<file path="src/rtl/mem_arbiter.sv">
// Two-port (fetch/data) arbiter onto a single shared memory bus, one transaction in flight.
// Data wins ties unless fetch has been passed over STARVE_LIM consecutive times.
module mem_arbiter #(
    parameter int AW         = 32,
    parameter int DW         = 32,
    parameter int STARVE_LIM = 4
) (
    input  logic          clk,
    input  logic          rst,
    input  logic          i_req,
    input  logic [AW-1:0] i_addr,
    output logic [DW-1:0] i_rdata,
    output logic          i_done,
    input  logic          d_req,
    input  logic          d_we,
    input  logic [AW-1:0] d_addr,
    input  logic [DW-1:0] d_wdata,
    output logic [DW-1:0] d_rdata,
    output logic          d_done,
    output logic          m_req,
    output logic          m_we,
    output logic [AW-1:0] m_addr,
    output logic [DW-1:0] m_wdata,
    input  logic          m_ack,
    input  logic [DW-1:0] m_rdata,
    output logic          stall
);

    typedef enum logic [1:0] {
        IDLE,
        I_BUSY,
        D_BUSY
    } stateType;

    localparam logic [2:0] STARVE_MAX = 3'(STARVE_LIM);

    stateType   state;
    stateType   nextState;
    logic [2:0] starveCnt;
    logic       iElig;
    logic       dElig;
    logic       grantI;
    logic       grantD;
    logic       iComplete;
    logic       dComplete;

    // A requester whose done is showing is still holding req from the finished transaction.
    assign iElig     = i_req & ~i_done;
    assign dElig     = d_req & ~d_done;
    assign iComplete = (state == I_BUSY) && m_ack;
    assign dComplete = (state == D_BUSY) && m_ack;

    assign m_req = (state != IDLE);
    assign stall = (i_req & ~i_done) | (d_req & ~d_done);

    always_comb begin
        // NOTE: every signal gets a default before the case so no path leaves one unassigned (no latches).
        nextState = state;
        grantI    = 1'b0;
        grantD    = 1'b0;
        unique case (state)
            IDLE: begin
                if (dElig && !(iElig && starveCnt == STARVE_MAX)) begin
                    grantD    = 1'b1;
                    nextState = D_BUSY;
                end else if (iElig) begin
                    grantI    = 1'b1;
                    nextState = I_BUSY;
                end
            end
            I_BUSY:  if (m_ack) nextState = IDLE;
            D_BUSY:  if (m_ack) nextState = IDLE;
            default: nextState = IDLE;
        endcase
    end

    always_ff @(posedge clk or posedge rst) begin
        if (rst) begin
            state     <= IDLE;
            m_we      <= 1'b0;
            m_addr    <= '0;
            m_wdata   <= '0;
            i_done    <= 1'b0;
            d_done    <= 1'b0;
            i_rdata   <= '0;
            d_rdata   <= '0;
            starveCnt <= '0;
        end else begin
            // NOTE: non-blocking so every register here sees the pre-edge values of the others.
            state  <= nextState;
            i_done <= iComplete;
            d_done <= dComplete;

            if (grantI) begin
                m_addr  <= i_addr;
                m_we    <= 1'b0;
                m_wdata <= '0;
            end else if (grantD) begin
                m_addr  <= d_addr;
                m_we    <= d_we;
                m_wdata <= d_wdata;
            end

            if (iComplete) i_rdata <= m_rdata;
            if (dComplete && !m_we) d_rdata <= m_rdata;

            if (grantI) begin
                starveCnt <= '0;
            end else if (grantD && i_req && starveCnt != STARVE_MAX) begin
                starveCnt <= starveCnt + 3'd1;
            end
        end
    end

endmodule

</file>
<file path="config.mk">
export PLATFORM = sky130hd
export DESIGN_NAME = mem_arbiter
export DESIGN_NICKNAME = d
export VERILOG_FILES = /design/src/rtl/mem_arbiter.sv
export SDC_FILE = /design/constraint.sdc
export NUM_CORES = 1
export LEC_CHECK = 0
export ABC_AREA = 0
export BUFFER_PORTS_ARGS = -buffer_cell sky130_fd_sc_hd__buf_2
export CORE_MARGIN = 4
export CORE_UTILIZATION = 47
export DETAILED_ROUTE_END_ITERATION = 8
export PLACE_DENSITY = 0.89
export SYNTH_ARGS = -nofsm -noshare
export SYNTH_HDL_FRONTEND = slang
export SYNTH_SLANG_ARGS = --single-unit
</file>
<file path="constraint.sdc">
create_clock -name clk -period 5.3 [get_ports clk]
set_input_delay 1.325 -clock clk [delete_from_list [all_inputs] [get_ports clk]]
set_output_delay 1.325 -clock clk [all_outputs]
set_load 0.02 [all_outputs]
</file>
# After elaboration in Yosys (flattened, before gate mapping)
# Index checks and enable logic that the tools add are counted.
# op_classes
n_addsub	1
multipliers	0
n_div	0
order_cmp	0
n_eq_ne	6
shifts	0
mux	17
bitwise_logic	5
reduce_logical	15
# op_table
operator	n
$mux W32	4
$logic_and A1 B1 Y1	7
$mux W1	7
$mux W2	3
$mux W3	2
$ne A3 B3 Y1 const B	2
$reduce_bool A2 Y1	3
$pmux W2 S2	1
$add A3 B1 Y3 const B	1
$eq A3 B3 Y1 const B	1
$and A1 B1 Y1	2
$eq A2 B1 Y1 const B	1
$eq A2 B2 Y1 const B	1
$logic_not A1 Y1	2
$logic_not A2 Y1	1
$ne A2 B1 Y1 const B	1
$not A1 Y1	2
$reduce_and A2 Y1	1
$reduce_or A2 Y1	1
$or A1 B1 Y1	1
# word_totals
ff_bits	136
latchBits	0
ram_bits	0
rom_bits	0
in_bits	134
out_inout_bits	133
word_cells	53
n_memories	0

# Depth between registers and ports, before layout
# logic_depth
word_depth	11
ltp_mapped	7

# Worst setup path after synthesis
# Ideal clock, no wire load.
# synth_timing
kind	in2out
start	input i_req
end	output stall
arrival_ps	1719
setup_slack_ps	2256
stages	2
path_cell_list	or2b_1 -> nand2_1
# synth_between
elab_chain_cells	2
# synth_lines
element	line	rtl
from (decl)	10	input logic i_req,
$and A1 B1 Y1	54	assign stall = (i_req & ~i_done) | (d_req & ~d_done);
$or A1 B1 Y1	54	
to (decl)	26	output logic stall
# Every way passes these cells.

# Worst setup path after layout
# layout_timing
start	register state[0]
end	output m_req
# layout_between
elab_chain_cells	1
# layout_lines
element	line	rtl
from (decl)	37	stateType state;
from (signal assigned)	90	state <= nextState;
$reduce_bool A2 Y1	53	assign m_req = (state != IDLE);
to (decl)	20	output logic m_req,
# Every way passes these cells.

==> impl_metrics.toml <==
[routing]
drc = 0
routed-wl-met2_mm = 8.04
highest_layer = "met4"
wirelength_met1_mm = 5.51
routed_wirelength_mm = 15.3
via_per_inst = 5.34
ant_nets = 0
drt_iter0_markers = 379
wl_per_cell_um = 17.9
wl_met3_mm = 1.36
vias = 4571
dr.pass1.iters = 8

[setup_path]
cp-end-kind = "output pin"
cp.depth = 4
worst-path-buf-inv = 3
path_class = "register to output pin"
slowest_stage = "inv_2"
cp.arrival_ps = 2290
required_ps = 3970
path_cells = "inv_1 > ha_1 > inv_2 > buf_2"
reg2reg_depth = 5
critPathTopFamily = "buffers and inverters"
worst_path_largest_cell_delay_ps = 750
worstPathMaxFanout = 66
critPathLaunchType = "register"

[sta]
finalMaxSlewViolations = 0
final.period_utilization_pct = 68.2
max_freq_ghz = 0.277
tns_ps = 0
finalCriticalPeriod_ps = 3620
finalHoldViolCount = 0
tightestPinTransition_ps = 1120
grt_setup_unrepaired = "false"
hold_slack_ps = 488
fin_skew_ps = 5.15
max-slew-margin-rel_pct = 24.9
setup_viol = 0

[power_and_ir_drop]
power_frac_seq_pct = 34.1
p_clk_share_pct = 23.1
power.density_nw_per_um2 = 692
sw_frac_of_total_pct = 40.2
ir_drop_mv = 0.369
internal_power_uw = 3150
combPwrFrac_pct = 42.8
p_leak_uw = 0.00400
power_switching_uw = 2120

[synth]
synth_seq_area_share_pct = 59.6
synth_seq_cells = 136
synth-async-reset-ratio_pct = 100
ys_types = 39
synth_edf_count = 0
netlist_area_um2 = 5710
synth_flop_cell = "dfrtp_1"
ys_warn_count = 0
syn_nets = 575
netlist_instances = 436
avgSynthCellArea_um2 = 13.1

[cells_and_area]
final_cell_mix = "buf_2 (266), dfrtp_1 (136), nor2_1 (64)"
drive_gt1_share_pct = 52.5
nNetsFinal = 835
area_growth_pct = 33.5
final_common_cell = "buf_2"
antenna_cells = 0
fin_cells = 856
fillers = 915

[clock_tree]
cts_hold_buf = 0
cts_max_level = 4
cts_sinks = 136
clock_latency_ps = 410
numCtsBuffers = 17
cts_root_buf = "clkbuf_16"
cts_buffer_depth = 2
post_cts_buffers = 0
cts_resized = 0
cts_tree = "done"
path_clk_slew_ps = 60

[grt]
track_usage_pct = 22.0
gr-total-overflow = 0
antenna_found_initial = 0
grt_max_degree = 77
grt_pass1_wl_mm = 24.4
grt_pass1_vias = 4923

[place]
place_hpwl_mm = 10.9
gp_congestion = 0.807
io_buffers = 266
dp.cells = 824

[run]
maxCapViolCount = 0

[floorplanning]
io_pins = 267
die_y_um = 118
initial_core_util_pct = 47.8
coreArea_um2 = 12000
row_count = 40
die_x_um = 118
dieArea_um2 = 14000

[outcome]
run_status = "completed"

[hold_path]
hold_class = "register to register"
hold_depth = 1
-- routing by layer --
layer  up-vias  global-route usage [%]
met3        36                    7.03
met4         0                    9.82
met2       243                    39.4
met5         -                       0
met1      2204                    23.8
li1       2088                       -
-- power groups by stage --
stage	Combinational [uW]	Clock (uW)	Sequential (uW)
after global routing	2430	1300	1860
after CTS	2280	1240	1800
after floorplan	992	0	2370
after detailed placement	2260	0	1810
final	2260	1220	1800
after global placement	2180	0	1770
-- worst paths after layout --
path                                    startpoint                       to  slack, ps
min reg2reg                d_rdata[24]$_DFFE_PP0P_  d_rdata[24]$_DFFE_PP0P_        490
max in group asynchronous                      rst   m_addr[24]$_DFFE_PP0P_       3390
min                        d_rdata[24]$_DFFE_PP0P_  d_rdata[24]$_DFFE_PP0P_        490
min in group asynchronous                      rst  d_rdata[15]$_DFFE_PP0P_        780
max                           state[0]$_DFFE_PP0P_                    m_req       1680
max reg2reg                   state[0]$_DFFE_PP0P_   m_addr[12]$_DFFE_PP0P_       3110
-- logic make-up (layout without fill, tap and decap cells) --
kind of cell,after synthesis,count (layout),synth area share (%)
flops,136,136,59.6
simple gates,84,84,6.86
compound gates,76,76,12.6
fa+ha+maj,5,5,1.10
mux,65,65,12.8
buf+inv,70,343,7.12
-- flip-flops by register name, indices dropped and copies added (netlist names) --
name and flops:
m_addr 32, m_wdata 32, state 2, d_rdata 32, i_done 1, d_done 1
starveCnt 3, i_rdata 32, m_we 1
-- area by class of cell --
| class | count | area (um2) | area share [%] |
|---|---|---|---|
| Timing Repair Buffer | 271 | 1370 | 17.9 |
| Tap cell | 147 | 184 | 2.41 |
| Sequential cell | 136 | 3400 | 44.6 |
| Clock inverter | 15 | 190 | 2.49 |
| Inverter | 40 | 153 | 2.00 |
| Multi-Input combinational cell | 230 | 1900 | 25.0 |
| Clock buffer | 17 | 425 | 5.58 |
-- per-stage QoR --
| stage | setup slack, ps | util [%] | total power, uW | instance area [um2] |
|---|---|---|---|---|
| global placement | 2010 | 58.6 | 3950 | 7010 |
| finish | 1680 | 63.8 | 5280 | 7630 |
| CTS | 1690 | 63.8 | 5320 | 7630 |
| global route | 1510 | 63.8 | 5590 | 7630 |
| floorplan | 336 | - | 3360 | 5710 |
| detailed placement | 2010 | 58.6 | 4070 | 7010 |
-- synth_stat cells, types with 2 or more instances --
cell      instances  area, um2
clkbuf_1          2       7.51
nand2b_1          2       12.5
nor2_4            2       22.5
a22o_1           34        298
clkbuf_8          2       27.5
buf_6            13        146
a222oi_1         32        320
ha_1              5       62.6
nor2_1           64        240
inv_1            40        150
dfrtp_1         136       3400
nand2_1           4       15.0
mux2_2           58        653
buf_2             9       45.0
mux2_1            6       67.6
buf_4             4       30.0
(Power assumes the default switching activity.)
